<file path="config.mk">
export PLATFORM = sky130hd
export DESIGN_NAME = midi_writer
export DESIGN_NICKNAME = d
export VERILOG_FILES = /design/src/rtl/midi_pkg.sv /design/src/rtl/uart_byte_tx.sv /design/src/rtl/midi_writer.sv
export SDC_FILE = /design/constraint.sdc
export NUM_CORES = 1
export LEC_CHECK = 0
export BUFFER_PORTS_ARGS = -buffer_cell sky130_fd_sc_hd__buf_2
export CAP_MARGIN = 20
export CORE_MARGIN = 2
export CORE_UTILIZATION = 52
export DETAILED_ROUTE_END_ITERATION = 10
export HOLD_SLACK_MARGIN = 0.1
export PLACE_DENSITY = 0.84
export SLEW_MARGIN = 20
export SYNTH_ARGS = -nofsm -noshare
export SYNTH_HDL_FRONTEND = slang
export SYNTH_HIERARCHICAL = 1
export SYNTH_SLANG_ARGS = --single-unit
export TNS_END_PERCENT = 50
</file>
<file path="constraint.sdc">
create_clock -name clk_in -period 3.1 [get_ports clk_in]
set_input_delay 0.31 -clock clk_in [delete_from_list [all_inputs] [get_ports clk_in]]
set_output_delay 0.31 -clock clk_in [all_outputs]
set_load 0.02 [all_outputs]
</file>
<file path="src/rtl/midi_pkg.sv">
// Shared MIDI definitions: channel-message status nibbles, message lengths
// and the state encodings used by the writer and its byte serialiser.
package midi_pkg;

  localparam logic [3:0] NOTE_OFF         = 4'h8;
  localparam logic [3:0] NOTE_ON          = 4'h9;
  localparam logic [3:0] POLY_PRESSURE    = 4'hA;
  localparam logic [3:0] CONTROL_CHANGE   = 4'hB;
  localparam logic [3:0] PROGRAM_CHANGE   = 4'hC;
  localparam logic [3:0] CHANNEL_PRESSURE = 4'hD;
  localparam logic [3:0] PITCH_BEND       = 4'hE;

  typedef enum logic [2:0] {
    ST_IDLE,
    ST_STATUS,
    ST_D1,
    ST_D2,
    ST_DONE
  } writer_state_t;

  typedef enum logic [1:0] {
    TX_IDLE,
    TX_START,
    TX_DATA,
    TX_STOP
  } tx_state_t;

  // Bytes on the wire for a status nibble, status byte included; 0 = drop.
  function automatic logic [1:0] msg_len(input logic [3:0] status);
    case (status)
      NOTE_OFF, NOTE_ON, POLY_PRESSURE, CONTROL_CHANGE, PITCH_BEND: msg_len = 2'd3;
      PROGRAM_CHANGE, CHANNEL_PRESSURE:                             msg_len = 2'd2;
      default:                                                      msg_len = 2'd0;
    endcase
  endfunction

endpackage

</file>
<file path="src/rtl/uart_byte_tx.sv">
// UART 8N1 byte serialiser. ready_out rises during the final stop-bit cycle
// so a follow-on byte can be loaded with no idle gap on the line.
module uart_byte_tx
  import midi_pkg::*;
#(
  parameter int CYCLES_PER_BIT = 4
) (
  input  logic       clk_in,
  input  logic       rst_in,
  input  logic [7:0] byte_in,
  input  logic       valid_in,
  output logic       ready_out,
  output logic       tx_wire_out
);

  localparam int CNT_W = $clog2(CYCLES_PER_BIT);
  localparam logic [CNT_W-1:0] RELOAD = CNT_W'(CYCLES_PER_BIT - 1);

  tx_state_t        state;
  logic [CNT_W-1:0] cnt;
  logic [7:0]       shift;
  logic [2:0]       bit_idx;

  always_ff @(posedge clk_in) begin
    if (rst_in) begin
      state   <= TX_IDLE;
      cnt     <= RELOAD;
      shift   <= '0;
      bit_idx <= '0;
    end else if (valid_in && ready_out) begin
      state   <= TX_START;
      cnt     <= RELOAD;
      shift   <= byte_in;
      bit_idx <= '0;
    end else if (state != TX_IDLE) begin
      if (cnt != '0) begin
        cnt <= cnt - 1'b1;
      end else begin
        cnt <= RELOAD;
        case (state)
          TX_START: state <= TX_DATA;
          TX_DATA: begin
            shift   <= shift >> 1;
            bit_idx <= bit_idx + 1'b1;
            if (bit_idx == 3'd7) state <= TX_STOP;
          end
          default: state <= TX_IDLE;
        endcase
      end
    end
  end

  assign ready_out = (state == TX_IDLE) || ((state == TX_STOP) && (cnt == '0));

  always_comb begin
    tx_wire_out = 1'b1;
    case (state)
      TX_START: tx_wire_out = 1'b0;
      TX_DATA:  tx_wire_out = shift[0];
      default:  tx_wire_out = 1'b1;
    endcase
  end

endmodule

</file>
<file path="src/rtl/midi_writer.sv">
// MIDI channel-message transmitter: frames one handshaked message as 2 or 3
// bytes (with optional running status) and streams them via uart_byte_tx.
module midi_writer
  import midi_pkg::*;
#(
  parameter int CLK_HZ         = 100_000_000,
  parameter int BAUD           = 31250,
  parameter bit RUNNING_STATUS = 1'b1
) (
  input  logic       clk_in,
  input  logic       rst_in,
  input  logic [3:0] status,
  input  logic [3:0] channel,
  input  logic [7:0] data_byte1,
  input  logic [7:0] data_byte2,
  input  logic       valid_in,
  output logic       ready_out,
  output logic       tx_wire_out,
  output logic       busy_out,
  output logic       done_out
);

  localparam int CYCLES_PER_BIT = CLK_HZ / BAUD;

  writer_state_t state, state_next;
  logic [7:0] d1_q, d2_q, rs_byte, tx_byte, status_byte;
  logic [1:0] len_q, in_len;
  logic       rs_valid, skip, accept, tx_valid, tx_ready;

  assign status_byte = {status, channel};
  assign in_len      = msg_len(status);
  assign skip        = RUNNING_STATUS && rs_valid && (rs_byte == status_byte);

  assign ready_out = (state == ST_IDLE) || (state == ST_DONE);
  assign busy_out  = !ready_out;
  assign done_out  = (state == ST_DONE);

  // The first byte is launched on the accepting edge itself so its start bit
  // appears one cycle after acceptance; later bytes chain on tx_ready.
  always_comb begin
    state_next = state;
    accept     = 1'b0;
    tx_valid   = 1'b0;
    tx_byte    = '0;
    case (state)
      ST_IDLE, ST_DONE: begin
        state_next = ST_IDLE;
        if (valid_in) begin
          accept = 1'b1;
          if (in_len == 2'd0) begin
            state_next = ST_DONE;
          end else if (skip) begin
            tx_valid   = 1'b1;
            tx_byte    = data_byte1 & 8'h7F;
            state_next = ST_D1;
          end else begin
            tx_valid   = 1'b1;
            tx_byte    = status_byte;
            state_next = ST_STATUS;
          end
        end
      end
      ST_STATUS: begin
        if (tx_ready) begin
          tx_valid   = 1'b1;
          tx_byte    = d1_q;
          state_next = ST_D1;
        end
      end
      ST_D1: begin
        if (tx_ready) begin
          if (len_q == 2'd3) begin
            tx_valid   = 1'b1;
            tx_byte    = d2_q;
            state_next = ST_D2;
          end else begin
            state_next = ST_DONE;
          end
        end
      end
      ST_D2: begin
        if (tx_ready) state_next = ST_DONE;
      end
      default: state_next = ST_IDLE;
    endcase
  end

  always_ff @(posedge clk_in) begin
    if (rst_in) begin
      state    <= ST_IDLE;
      d1_q     <= '0;
      d2_q     <= '0;
      len_q    <= '0;
      rs_valid <= 1'b0;
      rs_byte  <= '0;
    end else begin
      state <= state_next;
      if (accept) begin
        d1_q  <= data_byte1 & 8'h7F;
        d2_q  <= data_byte2 & 8'h7F;
        len_q <= in_len;
        if (in_len != 2'd0 && !skip) begin
          rs_valid <= 1'b1;
          rs_byte  <= status_byte;
        end
      end
    end
  end

  uart_byte_tx #(
    .CYCLES_PER_BIT(CYCLES_PER_BIT)
  ) u_uart_byte_tx (
    .clk_in     (clk_in),
    .rst_in     (rst_in),
    .byte_in    (tx_byte),
    .valid_in   (tx_valid),
    .ready_out  (tx_ready),
    .tx_wire_out(tx_wire_out)
  );

endmodule

</file>
* Word-level counts from Yosys, hierarchy flattened *
Cells that the tools add are included.

word-level totals
  bits in registers = 53
  bits of input ports = 27
  output and inout bits = 4
  word-level logic and storage cells = 99

cells by class
  add/sub/neg operators = 2
  equal/unequal tests = 23
  muxes and demuxes = 35
  bitwise logic cells = 1
  reductions and logical operators = 27

operators by type and width
  cell                   number
  $mux 8                 7
  $eq 4x4->1 const B     7
  $pmux 8 s3             1
  $mux 7                 3
  $mux 3                 6
  $reduce_and 3->1       5
  $logic_not 12->1       1
  $mux 12                1
  $pmux 3 s4             1
  $reduce_bool 12->1     1
  $sub 12x1->12 const B  1
  $mux 1                 10
  $ne 2x1->1 const B     5
  $eq 8x8->1             1
  $pmux 2 s2             2
  $reduce_bool 2->1      4
  $eq 2x2->1 const B     3
  $eq 3x2->1 const B     2
  $eq 3x3->1 const B     2
  $reduce_or 2->1        3
  $reduce_or 5->1        1
  $logic_and 1x1->1      4
  $logic_not 2->1        2
  $mux 2                 2
  other kinds (11)       13

* Logic depth before layout (Yosys ltp) *
  depth in word-level cells = 10
  mapped depth = 14

* Modules after synthesis *
The synthesis kept the hierarchy.

by module, submodules not included
  module        times used  cells each  area each (µm²)  seq. area each (µm²)
  midi_writer   1           178         1407.6           560.5
  uart_byte_tx  1           143         1353.8           500.5

* Worst setup path before layout *
No wires, ideal clock.

  path kind = register to register
  start point = reg u_uart_byte_tx.cnt[3]
  end point = reg u_uart_byte_tx.state[0]
  library setup time = 0.086 ns
  data arrival time = 3.226 ns
  setup slack = -0.213 ns
  stages on the path, launching flop included = 13
  path buffers = 3
  path through = dfxtp_1 > or4_4 > buf_6 > nor4_4 > a21o_1 > nor2b_1 > and3b_2 > buf_1 > or3_1 > nand4b_1 > o41a_4 > buf_6 > a221oi_2

between the ends
  longest elaborated chain between the ends = 8

ends and longest elaborated chain
  item                                                RTL line                              source
  start: declaration                                  uart_byte_tx.sv:20                    logic [CNT_W-1:0] cnt;
  start signal: assignment                            uart_byte_tx.sv:37                    cnt <= cnt - 1'b1;
  $logic_not 12->1 (*)                                uart_byte_tx.sv:53                    assign ready_out = (state == TX_IDLE) || ((state == TX_STOP) && (cnt == '0));
  $logic_and 1x1->1 (*)                               uart_byte_tx.sv:53
  $logic_or 1x1->1 (*)                                uart_byte_tx.sv:53
  net tx_ready                                        midi_writer.sv:28                     logic rs_valid, skip, accept, tx_valid, tx_ready;
  $mux 1 (on tied branches)                           midi_writer.sv:71, midi_writer.sv:64
  $pmux 1 s3 (*)                                      midi_writer.sv:45                     case (state)
  net tx_valid                                        midi_writer.sv:28
  $logic_and 1x1->1 (*)                               uart_byte_tx.sv:30                    end else if (valid_in && ready_out) begin
  $ne 3x1->1 (no line), or another cell as far along  n/a
  $reduce_and 3->1 (no line)                          n/a
  end signal: assignment                              uart_byte_tx.sv:26                    state <= TX_IDLE;
  end signal: assignment                              uart_byte_tx.sv:31                    state <= TX_START;
  end signal: assignment                              uart_byte_tx.sv:41                    TX_START: state <= TX_DATA;
  end: declaration                                    uart_byte_tx.sv:19                    tx_state_t state;

The timed path passes the listed nets; every way through them passes the cells marked *.
A chain may end at the register's enable or synchronous reset.

* Worst setup path after layout *
  start point = reg u_uart_byte_tx.cnt[3]
  end point = reg u_uart_byte_tx.shift[7]

between the ends
  longest elaborated chain between the ends = 8

ends and longest elaborated chain
  item                                                              RTL line                              source
  $logic_not 12->1 (*)                                              uart_byte_tx.sv:53
  $logic_and 1x1->1 (*)                                             uart_byte_tx.sv:53
  $logic_or 1x1->1 (*)                                              uart_byte_tx.sv:53
  net tx_ready                                                      midi_writer.sv:28
  $mux 1 (on tied branches)                                         midi_writer.sv:71, midi_writer.sv:64
  $pmux 1 s3 (*)                                                    midi_writer.sv:45
  net tx_valid                                                      midi_writer.sv:28
  $logic_and 1x1->1 (*)                                             uart_byte_tx.sv:30
  $ne 2x1->1 (no line) / $reduce_bool 2->1 (equally long branches)  n/a
  $reduce_and 3->1 (no line)                                        n/a
  end signal: assignment                                            uart_byte_tx.sv:33                    shift <= byte_in;
  end signal: assignment                                            uart_byte_tx.sv:43                    shift <= shift >> 1;
  end: declaration                                                  uart_byte_tx.sv:21                    logic [7:0] shift;

Marked as above.

==> impl_metrics.ini <==
[setup_path]
cp.arrival_ns = 3.16
max_stage_delay_ns = 0.62
crit_type = reg2reg
worst_setup_path_start_kind = flop
cp_num_buf_inv = 0
path_max_fanout = 17
cp_slowest_cell = or4_4
crit_chain = or4_4 > nor4_4 > a21o_1 > nor2b_2 > and3b_2 > or3_4 > nand4b_1 > o41a_4 > or2_0 > a21oi_1
path_delay_family = simple AND/OR/NAND/NOR gates
cp.required_ns = 3.36
endpoint_kind = flop

[power_and_ir_drop]
power_switching_uw = 395.2
p_leak_nw = 1.167
clockPowerShare = 0.344
powerDensity_nw_per_um2 = 474.1
p_comb_frac = 0.141
pwr-share-seq = 0.515
swShare = 0.2738
p_int_mw = 1.049
ir_drop_mv = 0.3257

[routing]
drt_pass1_iterations = 4
routed_wl_um = 5741
first_iter_violations = 168
detail_route.wl_per_cell_um = 13.83
num_vias = 2289
drc_errors = 0
postRouteAntennaNets = 0
via_per_inst = 5.516

[sta]
period_needed_ns = 2.906
period_share = 0.9374
relSlewSlack = 0.4527
hold_viol = 0
finalSetupViolations = 0
finClkSkew_ns = 0.01230
setup_slack_ns = 0.1940
rsz0062_at_grt = false
final.setup.tns_ns = 0
timing.fmax_ghz = 0.3441
worst_pin_slew_ns = 0.8134
drv_slew = 0

[synth]
async_flop_share = 0
synth_nets = 355
syn_avg_cell_area_um2 = 8.602
synth.largest_area_cell = dfxtp_1
syn_inst = 321
synth_seq_cells = 53
yosys_warnings = 6
synth_area_leaders = dfxtp_1 38%, mux2i_1 6.5%, nand2_1 6.4%, a21oi_1 5.1%, ha_1 3.2%
netlist-cell-type-count = 52
synth_area_um2 = 2761
ys_seq_area_frac = 0.3842
ys.flop_type = dfxtp_1
synth_edf_count = 0
synth.top_cell.area_share = 0.3842

[finish]
final_layout_size_suffix_gt1_frac = 0.1826
area_growth_pct = 10.29
fin_nets = 378
final_core_util = 0.5963
final_common_cell = dfxtp_1
n_antenna_cell = 0
most-common-layout-cells = 52 x dfxtp_1, 47 x nand2_1, 28 x a21oi_1, 28 x buf_2, 22 x nor2_1

[floorplan]
coreArea_um2 = 5107
ios = 31
die-height_um = 76.87
rows = 26
initial_core_util = 0.5407
die_w_um = 76.87
die_area_um2 = 5909

[clocking]
cts_tree = built
clock-sinks = 53
htreeDepth = 2
cts_buffer_depth = 2
cts_buffers = 5
clk_transition_reported_paths_ns = 0.11
holdBufCountCts = 0
cts-root-buf = clkbuf_8
insertion_delay_ns = 0.32

[placement]
io_buffers = 28
post-place-ws_ns = 0.1500
gp_congestion = 0.7949
place_hpwl_um = 4018

[global_route]
grt_pass1_vias = 2246
grt_usage = 0.2063
antenna_found_initial = 0
overflow = 0
grt_pass1_wl_um = 9949
grt_max_degree = 40

[job]
maxCapViolations = 0

[hold_path]
hold_path_class = in2reg

[outcome]
status = complete, no violations
power by group through the flow:
stage / logic (mW) / registers [mW] / clock network [mW]
after floorplan: 0.151 / 0.752 / 0
after global placement: 0.193 / 0.756 / 0
after detailed placement: 0.198 / 0.759 / 0
after CTS: 0.199 / 0.743 / 0.501
after global routing: 0.227 / 0.748 / 0.526
final: 0.203 / 0.743 / 0.497
stage by stage:
stage               power (mW)  hold WS (ns)  instance area, um^2  cells
finish                   1.444        0.2130                 3045    415
global route             1.502        0.2220                 3045    415
CTS                      1.443        0.2124                 3034    414
detailed placement      0.9565        0.4465                 2915    406
global placement        0.9487        0.4422                 2915    406
floorplan               0.9034        0.4311                 2769    321
layout make-up:
type | count | area (um^2)
fillers | 437 | 2062
multi-input cells | 240 | 1550
flip-flops and latches | 53 | 1062
repair buffers | 35 | 192.7
well taps | 70 | 87.58
clock buffers | 5 | 68.82
clock inverters | 3 | 50.05
inverters | 9 | 33.78
final timing paths:
kind | startpoint | endpoint | slack, ns | depth (start not counted)
setup / recovery | u_uart_byte_tx/cnt[3] | u_uart_byte_tx/shift[7] | 0.19 | 10
hold / removal | data_byte2[1] | d2_q[1] | 0.21 | 3
setup reg to reg | u_uart_byte_tx/cnt[3] | u_uart_byte_tx/shift[7] | 0.19 | 10
hold reg to reg | len_q[0] | len_q[0] | 0.46 | 2
cell families after synthesis:
family                   Yosys count  share of synthesized area
adder cells (fa/ha/maj)            7                    0.03172
AND/OR/NAND/NOR                  128                     0.2479
flip-flops                        53                     0.3842
buffers and inverters             28                    0.05709
XOR/XNOR                          18                    0.05709
AO/OA/AOI/OAI                     69                     0.1568
multiplexers                      18                    0.06525
cell usage after synthesis (2+ instances only):
master,instances
dfxtp_1,53
and3_1,2
and2_1,4
buf_6,6
nor3_1,6
buf_2,3
nand2b_1,3
mux2i_1,18
clkbuf_1,6
xnor2_1,8
nor4_1,5
or3_1,3
a211oi_1,6
a31oi_1,2
nand2_1,47
a22oi_1,7
o21ai_1,8
nor2_1,22
o21ai_0,10
nor2b_1,6
nor3b_1,2
a21oi_1,28
nor4_4,2
ha_1,7
inv_1,9
buf_1,3
xor2_1,10
nand3b_1,2
nand3_1,10
state kept, by name, summed over array words and instances, names as in the netlist:
signal	cells
d1_q	7
d2_q	7
len_q	2
rs_byte	8
rs_valid	1
state	3
u_uart_byte_tx/bit_idx	3
u_uart_byte_tx/cnt	12
u_uart_byte_tx/shift	8
u_uart_byte_tx/state	2
metal layers:
metal / share of wire / GRT usage / routed length (um)
met1: 0.46 / 0.2476 / 2618
met2: 0.50 / 0.3658 / 2857
met3: 0.035 / 0.04000 / 201
met4: 0.011 / 0.07273 / 64
met5: 0 / 0 / 0
worst register-to-register path, delay by kind of cell (launching register included):
family / cells / cell delay, ns
and+or+nand+nor: 7 / 1.70
AOI/OAI and AO/OA: 3 / 0.78
DFF: 1 / 0.36
repair_timing:
item                       CTS  global route
setup endpoints to repair    0             8
gates resized for setup      0             2
hold endpoints to repair     0             0
setup buffers                0             1
Note: power is estimated with default switching activity, not from simulation.
